## src/rtl/instruction_decoder.sv

```systemverilog
// Fetch/decode stage: 16x8 program memory, instruction register,
// three-cycle FETCH/DECODE/EXEC sequencer and carry flag.
module instruction_decoder (
    input  logic       clk,
    input  logic       rst,
    input  logic [3:0] pc,
    input  logic       carry_in,
    input  logic       run,
    input  logic       prog_we,
    input  logic [3:0] prog_addr,
    input  logic [7:0] prog_data,
    output logic [3:0] imm,
    output logic [1:0] sel,
    output logic       ld_a,
    output logic       ld_b,
    output logic       ld_out,
    output logic       pc_inc,
    output logic       pc_load,
    output logic       carry_flag,
    output logic [1:0] state
);

    typedef enum logic [1:0] {
        FETCH  = 2'b00,
        DECODE = 2'b01,
        EXEC   = 2'b10
    } state_t;

    state_t     cur;
    state_t     nxt;
    logic [7:0] mem [16];
    logic [7:0] ir;

    logic [1:0] d_sel;
    logic       d_ld_a;
    logic       d_ld_b;
    logic       d_ld_out;
    logic       d_pc_inc;
    logic       d_pc_load;
    logic       is_add;

    assign state  = cur;
    assign is_add = (ir[7:4] == 4'b0000) || (ir[7:4] == 4'b0101);

    always_ff @(posedge clk or posedge rst) begin
        if (rst) cur <= FETCH;
        else     cur <= nxt;
    end

    always_comb begin
        nxt = FETCH;
        case (cur)
            FETCH:   nxt = run ? DECODE : FETCH;
            DECODE:  nxt = EXEC;
            EXEC:    nxt = FETCH;
            default: nxt = FETCH;
        endcase
    end

    // Unlisted opcodes fall through as NOP: sel=11, advance only.
    always_comb begin
        d_sel     = 2'b11;
        d_ld_a    = 1'b0;
        d_ld_b    = 1'b0;
        d_ld_out  = 1'b0;
        d_pc_inc  = 1'b1;
        d_pc_load = 1'b0;
        case (ir[7:4])
            4'b0000: begin d_sel = 2'b00; d_ld_a = 1'b1; end
            4'b0101: begin d_sel = 2'b01; d_ld_b = 1'b1; end
            4'b0011: begin d_sel = 2'b11; d_ld_a = 1'b1; end
            4'b0111: begin d_sel = 2'b11; d_ld_b = 1'b1; end
            4'b0001: begin d_sel = 2'b01; d_ld_a = 1'b1; end
            4'b0100: begin d_sel = 2'b00; d_ld_b = 1'b1; end
            4'b0010: begin d_sel = 2'b10; d_ld_a = 1'b1; end
            4'b0110: begin d_sel = 2'b10; d_ld_b = 1'b1; end
            4'b1001: begin d_sel = 2'b01; d_ld_out = 1'b1; end
            4'b1011: begin d_sel = 2'b11; d_ld_out = 1'b1; end
            4'b1111: begin
                d_pc_load = 1'b1;
                d_pc_inc  = 1'b0;
            end
            4'b1110: begin
                d_pc_load = ~carry_flag;
                d_pc_inc  = carry_flag;
            end
            default: ;
        endcase
    end

    always_ff @(posedge clk or posedge rst) begin
        if (rst) begin
            ir         <= 8'h00;
            imm        <= 4'h0;
            sel        <= 2'b00;
            ld_a       <= 1'b0;
            ld_b       <= 1'b0;
            ld_out     <= 1'b0;
            pc_inc     <= 1'b0;
            pc_load    <= 1'b0;
            carry_flag <= 1'b0;
        end else begin
            case (cur)
                FETCH: begin
                    if (run) ir <= mem[pc];
                end
                DECODE: begin
                    imm     <= ir[3:0];
                    sel     <= d_sel;
                    ld_a    <= d_ld_a;
                    ld_b    <= d_ld_b;
                    ld_out  <= d_ld_out;
                    pc_inc  <= d_pc_inc;
                    pc_load <= d_pc_load;
                end
                EXEC: begin
                    ld_a    <= 1'b0;
                    ld_b    <= 1'b0;
                    ld_out  <= 1'b0;
                    pc_inc  <= 1'b0;
                    pc_load <= 1'b0;
                    if (is_add) carry_flag <= carry_in;
                end
                default: ;
            endcase
        end
    end

    // Program memory is deliberately not reset.
    always_ff @(posedge clk) begin
        if (prog_we && !run && cur == FETCH)
            mem[prog_addr] <= prog_data;
    end

endmodule

```

## config.mk

```make
export PLATFORM = sky130hd
export DESIGN_NAME = instruction_decoder
export DESIGN_NICKNAME = d
export VERILOG_FILES = /design/src/rtl/instruction_decoder.sv
export SDC_FILE = /design/constraint.sdc
export NUM_CORES = 1
export LEC_CHECK = 0
export BUFFER_PORTS_ARGS = -buffer_cell sky130_fd_sc_hd__buf_2
export CELL_PAD_IN_SITES_DETAIL_PLACEMENT = 1
export CELL_PAD_IN_SITES_GLOBAL_PLACEMENT = 1
export CORE_MARGIN = 2
export CORE_UTILIZATION = 46
export DETAILED_ROUTE_END_ITERATION = 6
export PLACE_DENSITY = 0.84
export SLEW_MARGIN = 20
export SYNTH_ARGS = -nofsm -noshare
export SYNTH_HDL_FRONTEND = slang
export SYNTH_SLANG_ARGS = --single-unit
export TNS_END_PERCENT = 1
```

## constraint.sdc

```tcl
create_clock -name clk -period 2.14 [get_ports clk]
set_clock_uncertainty 0.2 [all_clocks]
set_input_delay 0.214 -clock clk [delete_from_list [all_inputs] [get_ports clk]]
set_output_delay 0.214 -clock clk [all_outputs]
set_load 0.1 [all_outputs]
```

==> results.json <==
{
  "stdcell_area_sq_um": 7146,
  "hold_slack_ns": 0.02719,
  "grt.total_usage": 0.2215,
  "status": "complete, no violations",
  "die-width_um": 118.2,
  "drc": 0,
  "combPwrFrac": 0.177,
  "postRouteAntennaNets": 0,
  "critPathLaunchType": "flip-flop",
  "dr.pass1.iters": 5,
  "path_cells": "inv_1 > ha_2 > nand4_1 > nor3_2 > buf_4",
  "whs_path_depth": 1,
  "viasPerCell": 5.607,
  "coreArea_sq_um": 12670,
  "drive_above_1_share": 0.2190,
  "gp_congestion": 0.8622,
  "cts_buffers": 17,
  "grt_pass1_vias": 3682,
  "synth_edf_count": 128,
  "vias": 3499,
  "post_cts_buffers": 0,
  "grt_max_degree": 26,
  "cts_tree": "done",
  "drt-wirelength-per-cell_um": 23.22,
  "power_density_nw_per_um2": 1134,
  "io_buffers": 34,
  "antenna_found_initial": 0,
  "setup_viol": 0,
  "cp-end-kind": "flip-flop",
  "setup-tns-final_ns": 0,
  "postPlaceCellArea_sq_um": 6456,
  "syn-cell-area_sq_um": 6002,
  "cp_max_fo": 8,
  "yosysTopAreaCellShare": 0.6404,
  "cts.sinks": 150,
  "syn-num-nets": 398,
  "ir_worst_vdd_uv": 912.5,
  "synth.avg_cell_area_sq_um": 16.05,
  "nets": 463,
  "yosys_warnings": 0,
  "synthTopCellsByArea": "edfxtp_1 64%, mux2i_1 11%, dfrtp_1 9.2%",
  "cts_buffer_depth": 2,
  "synthCells": 374,
  "synth.distinct_cells": 33,
  "period_share": 0.9297,
  "routed_wl_um": 14490,
  "io_pins": 35,
  "pwr-share-seq": 0.426,
  "r2r_cells": 5,
  "power.clock.fraction": 0.397,
  "clk_root_buffer_cell": "clkbuf_16",
  "final-hold-violation-count": 0,
  "ys.flop_type": "edfxtp_1",
  "grt_overflow": 0,
  "ys_ff_latch": 150,
  "synth.most_common_cell": "edfxtp_1",
  "timing.final.max_slew_violations": 0,
  "area_delta_synth_final_pct": 19.05,
  "holdCritPathClass": "in2reg",
  "htree_levels": 4,
  "die_y_um": 118.2,
  "initialDrtViolationCount": 264,
  "die_area_sq_um": 13980,
  "slowest_delay_ns": 0.41,
  "dp_hpwl_um": 9461,
  "swShare": 0.2992,
  "p_int_mw": 5.681,
  "rows": 41,
  "cp.required_ns": 2.06,
  "path_clk_slew_ns": 0.06,
  "critPathSlowestCell": "dfrtp_2",
  "timing.slew.headroom": 0.4290,
  "synth_common_cells": "128 x edfxtp_1, 64 x mux2i_1, 29 x nand2_1",
  "insertion_delay_ns": 0.43,
  "start_util": 0.4737,
  "yosys.area.top_type": "edfxtp_1",
  "worstPathArrival_ns": 1.91,
  "p_sw_mw": 2.425,
  "diodes": 0,
  "path_class": "reg2reg",
  "tightest_slew_ns": 0.8555,
  "rsz0062_at_grt": "false",
  "max_clock_freq_ghz": 0.5026,
  "leakagePower_nw": 2.694,
  "ys_seq_area_frac": 0.7321,
  "n_fill_cell": 1225,
  "grt_pass1_wl_um": 22470,
  "layout_min_cycle_time_ns": 1.990,
  "async_flop_share": 0.1467,
  "max-cap-violations": 0
}
-- what timing repair did --
item,CTS,global route
resized for setup,0,1
hold buffers,5,0
setup endpoints to repair,0,104
endpoints found under the hold margin,36,0
-- power by group through the flow --
stage / Sequential [mW] / Clock, mW / Combinational, mW
4_1_cts: 3.46 / 3.25 / 1.44
5_1_grt: 3.48 / 3.38 / 1.51
2_1_floorplan: 4.25 / 0 / 0.365
3_5_place_dp: 3.51 / 0 / 1.42
6_report: 3.45 / 3.22 / 1.44
3_3_place_gp: 3.51 / 0 / 1.39
-- path summary, 6_finish.rpt --
kind	from	endpoint	slack, ns
setup / recovery	state[1]$_DFF_PP0_	mem[1][3]$_DFFE_PP_	0.15
hold / removal	prog_data[1]	mem[7][1]$_DFFE_PP_	0.03
setup reg to reg	state[1]$_DFF_PP0_	mem[1][3]$_DFFE_PP_	0.15
max in group asynchronous	rst	state[0]$_DFF_PP0_	0.85
min in group asynchronous	rst	ir[2]$_DFFE_PP0P_	0.31
hold reg to reg	ld_a$_DFFE_PP0P_	ld_a$_DFFE_PP0P_	0.28
-- critical path: cells and delay by family, from the launching register on --
kind                     cells  cell delay [ns]
adder cells (fa/ha/maj)      1             0.29
buffers and inverters        2             0.31
flip-flops                   1             0.41
AND/OR/NAND/NOR              2             0.47
-- registers in the layout, summed over array words and instances, names as in the netlist --
register / count
ir: 8
state: 2
ld_out: 1
mem: 128
sel: 2
carry_flag: 1
ld_a: 1
imm: 4
pc_load: 1
pc_inc: 1
ld_b: 1
-- layout by cell type, fill, tap and decap left out, drive strengths merged --
cell	instances
o31ai	1
nand4	6
dlygate4sd3	5
a22oi	24
mux2	5
a22o	1
nor4	1
clkinv	6
nand2b	3
nand3	21
dfrtp	22
inv	10
clkinvlp	1
nor2	20
nor3	4
nand2	29
and3	1
ha	3
and2	1
a21oi	7
nor2b	4
edfxtp	128
clkbuf	18
mux2i	64
o41ai	1
o32ai	1
o21ai	1
bufinv	5
or4b	1
buf	57
o2111ai	1
-- layer usage --
metal / part of all wire / global-route usage / up-vias
met4: 0.018 / 0.07304 / 0
met5: 0 / 0.01103 / -
met2: 0.47 / 0.3414 / 119
met1: 0.45 / 0.3005 / 1790
met3: 0.061 / 0.06660 / 24
li1: - / - / 1566
-- layout make-up --
| cell class | count | area (sq um) | share of cell area |
|---|---|---|---|
| clock buffers | 18 | 429.2 | 0.06006 |
| well taps | 172 | 215.2 | 0.03012 |
| clock inverters | 14 | 205.2 | 0.02872 |
| multi-input cells | 200 | 1449 | 0.2028 |
| flip-flops and latches | 150 | 4397 | 0.6153 |
| inverters | 8 | 30.03 | 0.004202 |
| repair buffers | 62 | 420.4 | 0.05883 |
-- logic make-up (layout without fill, tap and decap cells) --
kind of cell / Yosys count / after routing / share of synthesized area
flip-flops: 150 / 150 / 0.7321
AND/OR/NAND/NOR: 91 / 91 / 0.07109
multiplexers: 69 / 69 / 0.1161
AO/OA/AOI/OAI: 37 / 37 / 0.04378
buffers and inverters: 24 / 102 / 0.03064
adder cells (fa/ha/maj): 3 / 3 / 0.006255
-- per-stage QoR --
step,std cells,setup slack [ns],power [mW],utilization
5_1_grt,624,0.002313,8.370,0.5639
6_report,624,0.1505,8.106,0.5639
3_3_place_gp,587,0.03267,4.901,0.5095
2_1_floorplan,374,-0.06620,4.614,-
3_5_place_dp,587,-0.01509,4.939,0.5095
4_1_cts,624,0.06380,8.141,0.5635
Power figures use the tool's default switching activity.
